File: src/rtl/decode_stage_pkg.sv
// Shared definitions for the Atom decode stage: opcodes, control codes,
// immediate formats and the execute-stage control bundle.
package decode_stage_pkg;

    localparam logic [6:0] OPC_LUI    = 7'b0110111;
    localparam logic [6:0] OPC_AUIPC  = 7'b0010111;
    localparam logic [6:0] OPC_JAL    = 7'b1101111;
    localparam logic [6:0] OPC_JALR   = 7'b1100111;
    localparam logic [6:0] OPC_BRANCH = 7'b1100011;
    localparam logic [6:0] OPC_LOAD   = 7'b0000011;
    localparam logic [6:0] OPC_STORE  = 7'b0100011;
    localparam logic [6:0] OPC_OP_IMM = 7'b0010011;
    localparam logic [6:0] OPC_OP     = 7'b0110011;
    localparam logic [6:0] OPC_FENCE  = 7'b0001111;
    localparam logic [6:0] OPC_SYSTEM = 7'b1110011;

    localparam int unsigned REG_SEL_W   = 5;
    localparam int unsigned CMP_W       = 3;
    localparam int unsigned ALU_W       = 3;
    localparam int unsigned RF_DIN_W    = 3;
    localparam int unsigned MULDIV_OP_W = 3;
    localparam int unsigned MEM_WIDTH_W = 3;

    // Branch codes equal the branch func3; the unused 010 slot means "always taken".
    typedef enum logic [CMP_W-1:0] {
        CMP_EQ  = 3'b000,
        CMP_NQ  = 3'b001,
        CMP_UN  = 3'b010,
        CMP_LT  = 3'b100,
        CMP_GE  = 3'b101,
        CMP_LTU = 3'b110,
        CMP_GEU = 3'b111
    } cmp_e;

    typedef enum logic [ALU_W-1:0] {
        ALU_ADD = 3'd0,
        ALU_SUB = 3'd1,
        ALU_XOR = 3'd2,
        ALU_OR  = 3'd3,
        ALU_AND = 3'd4,
        ALU_SLL = 3'd5,
        ALU_SRL = 3'd6,
        ALU_SRA = 3'd7
    } alu_e;

    typedef enum logic [2:0] {
        IMM_NONE = 3'd0,
        IMM_I    = 3'd1,
        IMM_S    = 3'd2,
        IMM_B    = 3'd3,
        IMM_U    = 3'd4,
        IMM_J    = 3'd5
    } imm_fmt_e;

    localparam logic [RF_DIN_W-1:0] RF_DIN_IMM    = 3'd0;
    localparam logic [RF_DIN_W-1:0] RF_DIN_PC4    = 3'd1;
    localparam logic [RF_DIN_W-1:0] RF_DIN_ALU    = 3'd2;
    localparam logic [RF_DIN_W-1:0] RF_DIN_CMP    = 3'd3;
    localparam logic [RF_DIN_W-1:0] RF_DIN_MEM    = 3'd4;
    localparam logic [RF_DIN_W-1:0] RF_DIN_MULDIV = 3'd5;

    typedef struct packed {
        logic [REG_SEL_W-1:0]   rd_sel;
        logic [REG_SEL_W-1:0]   rs1_sel;
        logic [REG_SEL_W-1:0]   rs2_sel;
        logic [31:0]            imm;
        logic                   jump_en;
        cmp_e                   comparison_type;
        logic                   cmp_b_op_sel;
        logic                   rf_we;
        logic [RF_DIN_W-1:0]    rf_din_sel;
        logic                   a_op_sel;
        logic                   b_op_sel;
        alu_e                   alu_op_sel;
        logic                   muldiv_en;
        logic [MULDIV_OP_W-1:0] muldiv_op;
        logic [MEM_WIDTH_W-1:0] mem_access_width;
        logic                   mem_load_store;
        logic                   mem_we;
    } ctrl_t;

    localparam ctrl_t CTRL_RESET = '{
        rd_sel: 5'd0, rs1_sel: 5'd0, rs2_sel: 5'd0, imm: 32'd0,
        jump_en: 1'b0, comparison_type: CMP_UN, cmp_b_op_sel: 1'b0,
        rf_we: 1'b0, rf_din_sel: RF_DIN_IMM, a_op_sel: 1'b0, b_op_sel: 1'b0,
        alu_op_sel: ALU_ADD, muldiv_en: 1'b0, muldiv_op: 3'd0,
        mem_access_width: 3'd0, mem_load_store: 1'b0, mem_we: 1'b0
    };

    function automatic logic [31:0] gen_imm(input logic [31:0] instr, input imm_fmt_e fmt);
        case (fmt)
            IMM_I:   gen_imm = {{20{instr[31]}}, instr[31:20]};
            IMM_S:   gen_imm = {{20{instr[31]}}, instr[31:25], instr[11:7]};
            IMM_B:   gen_imm = {{20{instr[31]}}, instr[7], instr[30:25], instr[11:8], 1'b0};
            IMM_U:   gen_imm = {instr[31:12], 12'h000};
            IMM_J:   gen_imm = {{12{instr[31]}}, instr[19:12], instr[20], instr[30:21], 1'b0};
            default: gen_imm = 32'd0;
        endcase
    endfunction

endpackage

File: src/rtl/decode_stage_instr_decoder.sv
// Combinational RV32I(+M, +E) decoder producing the execute control bundle
// and an illegal-instruction flag.
module instr_decoder
    import decode_stage_pkg::*;
#(
    parameter bit RV32E = 1'b0,
    parameter bit EN_M  = 1'b0
) (
    input  logic [31:0] instr_i,
    output ctrl_t       ctrl_o,
    output logic        illegal_o
);

    logic [6:0] opcode_s;
    logic [2:0] func3_s;
    logic [6:0] func7_s;
    imm_fmt_e   fmt_s;
    ctrl_t      ctrl_s;
    logic       bad_s;
    logic       arith_s;
    logic       is_op_s;
    logic       use_rd_s;
    logic       use_rs1_s;
    logic       use_rs2_s;

    assign opcode_s = instr_i[6:0];
    assign func3_s  = instr_i[14:12];
    assign func7_s  = instr_i[31:25];

    // Opcode decode, arithmetic sub-decode, legality and illegal squashing.
    always_comb begin
        ctrl_s                 = CTRL_RESET;
        ctrl_s.rd_sel          = instr_i[11:7];
        ctrl_s.rs1_sel         = instr_i[19:15];
        ctrl_s.rs2_sel         = instr_i[24:20];
        fmt_s                  = IMM_NONE;
        bad_s                  = 1'b0;
        arith_s                = 1'b0;
        is_op_s                = 1'b0;
        use_rd_s               = 1'b0;
        use_rs1_s              = 1'b0;
        use_rs2_s              = 1'b0;
        case (opcode_s)
            OPC_LUI: begin
                fmt_s = IMM_U; ctrl_s.rf_we = 1'b1; ctrl_s.rf_din_sel = RF_DIN_IMM;
                use_rd_s = 1'b1;
            end
            OPC_AUIPC: begin
                fmt_s = IMM_U; ctrl_s.rf_we = 1'b1; ctrl_s.rf_din_sel = RF_DIN_ALU;
                ctrl_s.a_op_sel = 1'b1; ctrl_s.b_op_sel = 1'b1; use_rd_s = 1'b1;
            end
            OPC_JAL: begin
                fmt_s = IMM_J; ctrl_s.rf_we = 1'b1; ctrl_s.rf_din_sel = RF_DIN_PC4;
                ctrl_s.jump_en = 1'b1; ctrl_s.a_op_sel = 1'b1; ctrl_s.b_op_sel = 1'b1;
                use_rd_s = 1'b1;
            end
            OPC_JALR: begin
                fmt_s = IMM_I; ctrl_s.rf_we = 1'b1; ctrl_s.rf_din_sel = RF_DIN_PC4;
                ctrl_s.jump_en = 1'b1; ctrl_s.b_op_sel = 1'b1;
                use_rd_s = 1'b1; use_rs1_s = 1'b1;
                bad_s = (func3_s != 3'b000);
            end
            OPC_BRANCH: begin
                fmt_s = IMM_B; ctrl_s.jump_en = 1'b1; ctrl_s.comparison_type = cmp_e'(func3_s);
                ctrl_s.a_op_sel = 1'b1; ctrl_s.b_op_sel = 1'b1;
                use_rs1_s = 1'b1; use_rs2_s = 1'b1;
                bad_s = (func3_s[2:1] == 2'b01);
            end
            OPC_LOAD: begin
                fmt_s = IMM_I; ctrl_s.rf_we = 1'b1; ctrl_s.rf_din_sel = RF_DIN_MEM;
                ctrl_s.mem_load_store = 1'b1; ctrl_s.b_op_sel = 1'b1;
                ctrl_s.mem_access_width = func3_s; use_rd_s = 1'b1; use_rs1_s = 1'b1;
                bad_s = (func3_s == 3'b011) || (func3_s[2:1] == 2'b11);
            end
            OPC_STORE: begin
                fmt_s = IMM_S; ctrl_s.mem_load_store = 1'b1; ctrl_s.mem_we = 1'b1;
                ctrl_s.b_op_sel = 1'b1; ctrl_s.mem_access_width = func3_s;
                use_rs1_s = 1'b1; use_rs2_s = 1'b1;
                bad_s = (func3_s >= 3'b011);
            end
            OPC_OP_IMM: begin
                fmt_s = IMM_I; arith_s = 1'b1; ctrl_s.rf_we = 1'b1;
                ctrl_s.b_op_sel = 1'b1; ctrl_s.cmp_b_op_sel = 1'b1;
                use_rd_s = 1'b1; use_rs1_s = 1'b1;
                bad_s = ((func3_s == 3'b001) && (func7_s != 7'b0000000)) ||
                        ((func3_s == 3'b101) && (func7_s != 7'b0000000) && (func7_s != 7'b0100000));
            end
            OPC_OP: begin
                use_rd_s = 1'b1; use_rs1_s = 1'b1; use_rs2_s = 1'b1;
                if (func7_s == 7'b0000001) begin
                    if (EN_M) begin
                        ctrl_s.muldiv_en = 1'b1; ctrl_s.rf_we = 1'b1;
                        ctrl_s.rf_din_sel = RF_DIN_MULDIV; ctrl_s.muldiv_op = func3_s;
                    end else begin
                        bad_s = 1'b1;
                    end
                end else begin
                    arith_s = 1'b1; is_op_s = 1'b1; ctrl_s.rf_we = 1'b1;
                    bad_s = !((func7_s == 7'b0000000) ||
                              ((func7_s == 7'b0100000) && ((func3_s == 3'b000) || (func3_s == 3'b101))));
                end
            end
            OPC_FENCE: begin
                bad_s = 1'b0;
            end
            default: begin
                bad_s = 1'b1;
            end
        endcase

        if (arith_s) begin
            ctrl_s.rf_din_sel = RF_DIN_ALU;
            case (func3_s)
                3'b000:  ctrl_s.alu_op_sel = (is_op_s && func7_s[5]) ? ALU_SUB : ALU_ADD;
                3'b001:  ctrl_s.alu_op_sel = ALU_SLL;
                3'b010:  begin ctrl_s.rf_din_sel = RF_DIN_CMP; ctrl_s.comparison_type = CMP_LT;  end
                3'b011:  begin ctrl_s.rf_din_sel = RF_DIN_CMP; ctrl_s.comparison_type = CMP_LTU; end
                3'b100:  ctrl_s.alu_op_sel = ALU_XOR;
                3'b101:  ctrl_s.alu_op_sel = func7_s[5] ? ALU_SRA : ALU_SRL;
                3'b110:  ctrl_s.alu_op_sel = ALU_OR;
                default: ctrl_s.alu_op_sel = ALU_AND;
            endcase
        end else begin
            ctrl_s.cmp_b_op_sel = ctrl_s.cmp_b_op_sel;
        end

        // RV32E exposes only x0..x15, so bit 4 of any used index is illegal.
        bad_s = bad_s | (RV32E & ((use_rd_s & instr_i[11]) | (use_rs1_s & instr_i[19]) |
                                  (use_rs2_s & instr_i[24])));
        ctrl_s.imm = gen_imm(instr_i, fmt_s);

        if (bad_s) begin
            ctrl_s.rf_we          = 1'b0;
            ctrl_s.jump_en        = 1'b0;
            ctrl_s.mem_we         = 1'b0;
            ctrl_s.mem_load_store = 1'b0;
            ctrl_s.muldiv_en      = 1'b0;
        end else begin
            ctrl_s.rf_we          = ctrl_s.rf_we;
        end
    end

    assign ctrl_o    = ctrl_s;
    assign illegal_o = bad_s;

endmodule

File: src/rtl/decode_stage.sv
// Registered decode stage: instr_decoder followed by a single output register
// with valid/ready handshake, flush and synchronous reset.
module decode_stage
    import decode_stage_pkg::*;
#(
    parameter bit RV32E = 1'b0,
    parameter bit EN_M  = 1'b0
) (
    input  logic        clk_i,
    input  logic        rst_i,
    input  logic        flush_i,
    input  logic        in_valid_i,
    output logic        in_ready_o,
    input  logic [31:0] instr_i,
    input  logic [31:0] pc_i,
    output logic        out_valid_o,
    input  logic        out_ready_i,
    output logic [31:0] pc_o,
    output logic [4:0]  rd_sel_o,
    output logic [4:0]  rs1_sel_o,
    output logic [4:0]  rs2_sel_o,
    output logic [31:0] imm_o,
    output logic        jump_en_o,
    output logic [2:0]  comparison_type_o,
    output logic        cmp_b_op_sel_o,
    output logic        rf_we_o,
    output logic [2:0]  rf_din_sel_o,
    output logic        a_op_sel_o,
    output logic        b_op_sel_o,
    output logic [2:0]  alu_op_sel_o,
    output logic        muldiv_en_o,
    output logic [2:0]  muldiv_op_o,
    output logic [2:0]  mem_access_width_o,
    output logic        mem_load_store_o,
    output logic        mem_we_o,
    output logic        illegal_o
);

    ctrl_t       dec_ctrl_s;
    logic        dec_illegal_s;
    logic        accept_s;
    logic        valid_d, valid_q;
    ctrl_t       ctrl_d, ctrl_q;
    logic [31:0] pc_d, pc_q;
    logic        illegal_d, illegal_q;

    instr_decoder #(.RV32E(RV32E), .EN_M(EN_M)) u_instr_decoder (
        .instr_i   (instr_i),
        .ctrl_o    (dec_ctrl_s),
        .illegal_o (dec_illegal_s)
    );

    assign in_ready_o = !valid_q || out_ready_i;
    assign accept_s   = in_valid_i && in_ready_o;

    // Next state: flush beats accept; data only loads on accept.
    always_comb begin
        valid_d   = valid_q;
        ctrl_d    = ctrl_q;
        pc_d      = pc_q;
        illegal_d = illegal_q;
        if (flush_i) begin
            valid_d = 1'b0;
        end else if (accept_s) begin
            valid_d   = 1'b1;
            ctrl_d    = dec_ctrl_s;
            pc_d      = pc_i;
            illegal_d = dec_illegal_s;
        end else if (valid_q && out_ready_i) begin
            valid_d = 1'b0;
        end else begin
            valid_d = valid_q;
        end
    end

    // Output register.
    always_ff @(posedge clk_i) begin
        if (rst_i) begin
            valid_q   <= 1'b0;
            ctrl_q    <= CTRL_RESET;
            pc_q      <= 32'd0;
            illegal_q <= 1'b0;
        end else begin
            valid_q   <= valid_d;
            ctrl_q    <= ctrl_d;
            pc_q      <= pc_d;
            illegal_q <= illegal_d;
        end
    end

    assign out_valid_o        = valid_q;
    assign pc_o               = pc_q;
    assign rd_sel_o           = ctrl_q.rd_sel;
    assign rs1_sel_o          = ctrl_q.rs1_sel;
    assign rs2_sel_o          = ctrl_q.rs2_sel;
    assign imm_o              = ctrl_q.imm;
    assign jump_en_o          = ctrl_q.jump_en;
    assign comparison_type_o  = ctrl_q.comparison_type;
    assign cmp_b_op_sel_o     = ctrl_q.cmp_b_op_sel;
    assign rf_we_o            = ctrl_q.rf_we;
    assign rf_din_sel_o       = ctrl_q.rf_din_sel;
    assign a_op_sel_o         = ctrl_q.a_op_sel;
    assign b_op_sel_o         = ctrl_q.b_op_sel;
    assign alu_op_sel_o       = ctrl_q.alu_op_sel;
    assign muldiv_en_o        = ctrl_q.muldiv_en;
    assign muldiv_op_o        = ctrl_q.muldiv_op;
    assign mem_access_width_o = ctrl_q.mem_access_width;
    assign mem_load_store_o   = ctrl_q.mem_load_store;
    assign mem_we_o           = ctrl_q.mem_we;
    assign illegal_o          = illegal_q;

endmodule

File: config.mk
export PLATFORM = sky130hd
export DESIGN_NAME = decode_stage
export DESIGN_NICKNAME = d
export VERILOG_FILES = /design/src/rtl/decode_stage_pkg.sv /design/src/rtl/decode_stage_instr_decoder.sv /design/src/rtl/decode_stage.sv
export SDC_FILE = /design/constraint.sdc
export NUM_CORES = 1
export LEC_CHECK = 0
export ABC_AREA = 1
export CAP_MARGIN = 20
export CORE_MARGIN = 10
export CORE_UTILIZATION = 44
export CTS_CLUSTER_SIZE = 40
export DETAILED_ROUTE_END_ITERATION = 6
export PLACE_DENSITY = 0.81
export SYNTH_ARGS = -nofsm -noshare
export SYNTH_HDL_FRONTEND = slang
export SYNTH_SLANG_ARGS = --single-unit
File: constraint.sdc
create_clock -name clk_i -period 1.6 [get_ports clk_i]
set_input_delay 0.24 -clock clk_i [delete_from_list [all_inputs] [get_ports clk_i]]
set_output_delay 0.24 -clock clk_i [all_outputs]
set_load 0.01 [all_outputs]
==> impl_metrics.json <==
{
  "path_cells": "clkdlybuf4s50_1",
  "path_delay_family": "buffers and inverters",
  "cts_max_path_buffers": 2,
  "drt_iter0_markers": 403,
  "netlist_instances": 609,
  "ys_types": 34,
  "htreeDepth": 3,
  "die_y_um": 120,
  "routedWlPerCell_um": 16.3,
  "drc_errors": 0,
  "holdPathStages": 3,
  "pwr-share-clk": 0.336,
  "fp.dieArea_sq_mm": 0.0145,
  "routabilityCongestion": 0.916,
  "critPathKind": "flip-flop to output pin",
  "p_leak_nw": 2.92,
  "r2r.worst_path.cells": 9,
  "ys_ff_latch": 100,
  "dr_total_vias": 4887,
  "ys_top_cells_by_count": "nand2_1 (115), nor2_1 (112), dfxtp_1 (100)",
  "core_area_sq_mm": 0.00977,
  "place_hpwl_um": 12000,
  "cp_num_cells": 1,
  "portBuffers": 169,
  "root_buffer": "clkbuf_8",
  "synth-edff-count": 0,
  "crit_buf_inv": 1,
  "required_ns": 1.36,
  "synth.largest_area_cell": "dfxtp_1",
  "maxCapViolCount": 0,
  "synth_top_area_frac": 0.452,
  "numCtsBuffers": 9,
  "tritoncts": "done",
  "setup_viol": 0,
  "grt_pass1_wl_um": 24500,
  "firstDrtPassIters": 5,
  "drtAntennaViolNets": 0,
  "pin_count": 174,
  "power_frac_seq": 0.484,
  "total_power_mw": 5.48,
  "cp-start-kind": "flip-flop",
  "timing.setup.tns_ns": 0,
  "drive_above_1_share": 0.152,
  "antennaDiodeCount": 0,
  "final_util": 0.709,
  "switching_share": 0.270,
  "p_switching_mw": 1.48,
  "rows": 36,
  "syn_area_sq_mm": 0.00443,
  "fin_skew_ns": 0.00665,
  "worstHoldPathType": "input pin to flip-flop",
  "clk_pin_slew_ns": 0.10,
  "antenna_found_initial": 0,
  "cts_hold_buf": 0,
  "yosysSeqAreaShare": 0.452,
  "postSynthAreaPerCell_sq_um": 7.28,
  "final_area_sq_mm": 0.00693,
  "grt_max_degree": 42,
  "drt_wl_total_um": 15500,
  "global_route.overflow_total": 0,
  "endpoint_kind": "output pin",
  "yosysMostFrequentCell": "nand2_1",
  "synth_area_leaders": "dfxtp_1 (45%), nand2_1 (9.7%), nor2_1 (9.5%), o21ai_0 (7.0%), a21oi_1 (6.2%)",
  "grt_pass1_vias": 4843,
  "period_minus_slack_ns": 1.56,
  "finalHoldViolCount": 0,
  "yosysWarnings": 0,
  "maxSlewViolCount": 0,
  "intPower_mw": 4.00,
  "worstPathArrival_ns": 1.32,
  "initial_utilization": 0.453,
  "cts.sinks": 100,
  "synth_ff_type": "dfxtp_1",
  "crit_fanout": 2,
  "async_flop_share": 0,
  "dpl_cell_area_sq_mm": 0.00662,
  "nets": 878,
  "outcome": "finished clean",
  "post-route-period-util": 0.972,
  "slowest_stage": "clkdlybuf4s50_1",
  "fmax_ghz": 0.643,
  "areaGrowthSynthToFinish_pct": 56.3,
  "via_per_inst": 5.16,
  "p_comb_frac": 0.180,
  "power.density_mw_per_mm2": 791,
  "insertion_delay_ns": 0.37,
  "ir_worst_vdd_mv": 0.420,
  "die_w_um": 120,
  "grt_usage": 0.206,
  "max_stage_delay_ns": 0.56
}
## layer usage
| metal | GRT usage | share of wire | wire (um) |
|---|---|---|---|
| met1 | 0.243 | 0.43 | 6690 |
| met3 | 0.0782 | 0.095 | 1470 |
| met5 | 0 | 0 | 0 |
| met2 | 0.347 | 0.45 | 7010 |
| met4 | 0.0498 | 0.017 | 269 |
## power groups by stage
| stage | Sequential (mW) | Combinational, mW | Clock [mW] |
|---|---|---|---|
| detailed placement | 2.71 | 0.983 | 0 |
| floorplan | 2.75 | 0.352 | 0 |
| global placement | 2.70 | 0.963 | 0 |
| finish | 2.65 | 0.989 | 1.84 |
| CTS | 2.65 | 0.987 | 1.88 |
| global route | 2.66 | 1.07 | 1.97 |
## stage by stage
stage	instances	worst slack [ns]	hold WS, ns
after floorplan	612	0.205	0.318
after global placement	929	-0.237	0.453
after detailed placement	929	-0.313	0.454
after CTS	945	0.00931	0.414
after global routing	947	-0.0179	0.422
final	947	0.0443	0.427
## flip-flops by register name, summed over array words and instances, names as in the netlist, 3 cells and up
| signal | count |
|---|---|
| imm_o | 32 |
| rd_sel_o | 5 |
| comparison_type_o | 3 |
| rs2_sel_o | 5 |
| rs1_sel_o | 5 |
| rf_din_sel_o | 3 |
| mem_access_width_o | 3 |
| pc_o | 32 |
| alu_op_sel_o | 3 |
## final timing paths
| kind | slack (ns) | endpoint | start |
|---|---|---|---|
| max | 0.04 | a_op_sel_o | a_op_sel_o |
| min reg2reg | 0.47 | mem_access_width_o[2] | mem_access_width_o[2] |
| max reg2reg | 0.24 | jump_en_o | out_valid_o |
| min | 0.43 | rs1_sel_o[4] | instr_i[19] |
## what timing repair did
item	CTS	global route
setup endpoints to repair	2	22
resized for setup	2	22
pin swaps	0	5
setup buffers	0	2
## cells in the final DEF, fill, tap and decap left out, types with 4 or more instances in the layout
master	n
clkdlybuf4s50_1	160
nand2_1	114
nor2_1	109
dfxtp_1	100
o21ai_0	61
a21oi_1	53
buf_4	50
inv_1	28
nand3_1	21
nand2_2	10
inv_2	10
o2111ai_1	9
clkbuf_8	9
nand2_4	7
dlymetal6s2s_1	7
buf_12	7
nor2_2	6
o21ai_1	5
nand4_1	4
conb_1	4
## area by class of cell
class / instances / area (sq um)
sequential: 100 / 2000
clock buffer: 9 / 124
tap: 133 / 166
multi-input combinational: 432 / 2160
fill: 802 / 2850
timing repair buffer: 226 / 2220
inverter: 40 / 155
clock inverter: 7 / 98.8
## cell families (layout without fill, tap and decap cells)
logic type / count (synthesis) / after routing / synth area share
buffers and inverters: 80 / 282 / 0.0774
other: 1 / 4 / 0.000846
DFF: 100 / 100 / 0.452
AOI/OAI and AO/OA: 143 / 143 / 0.179
and+or+nand+nor: 285 / 285 / 0.291
## worst register-to-register path, cell delays in order (launching register included)
cell     delay, ns
dfxtp_1       0.32
inv_1         0.05
nor2_1        0.03
inv_1         0.09
nand2_2       0.11
buf_12        0.17
buf_4         0.17
nor2_1        0.14
nand3_2       0.09
a21oi_2       0.13
(Power assumes the default switching activity.)
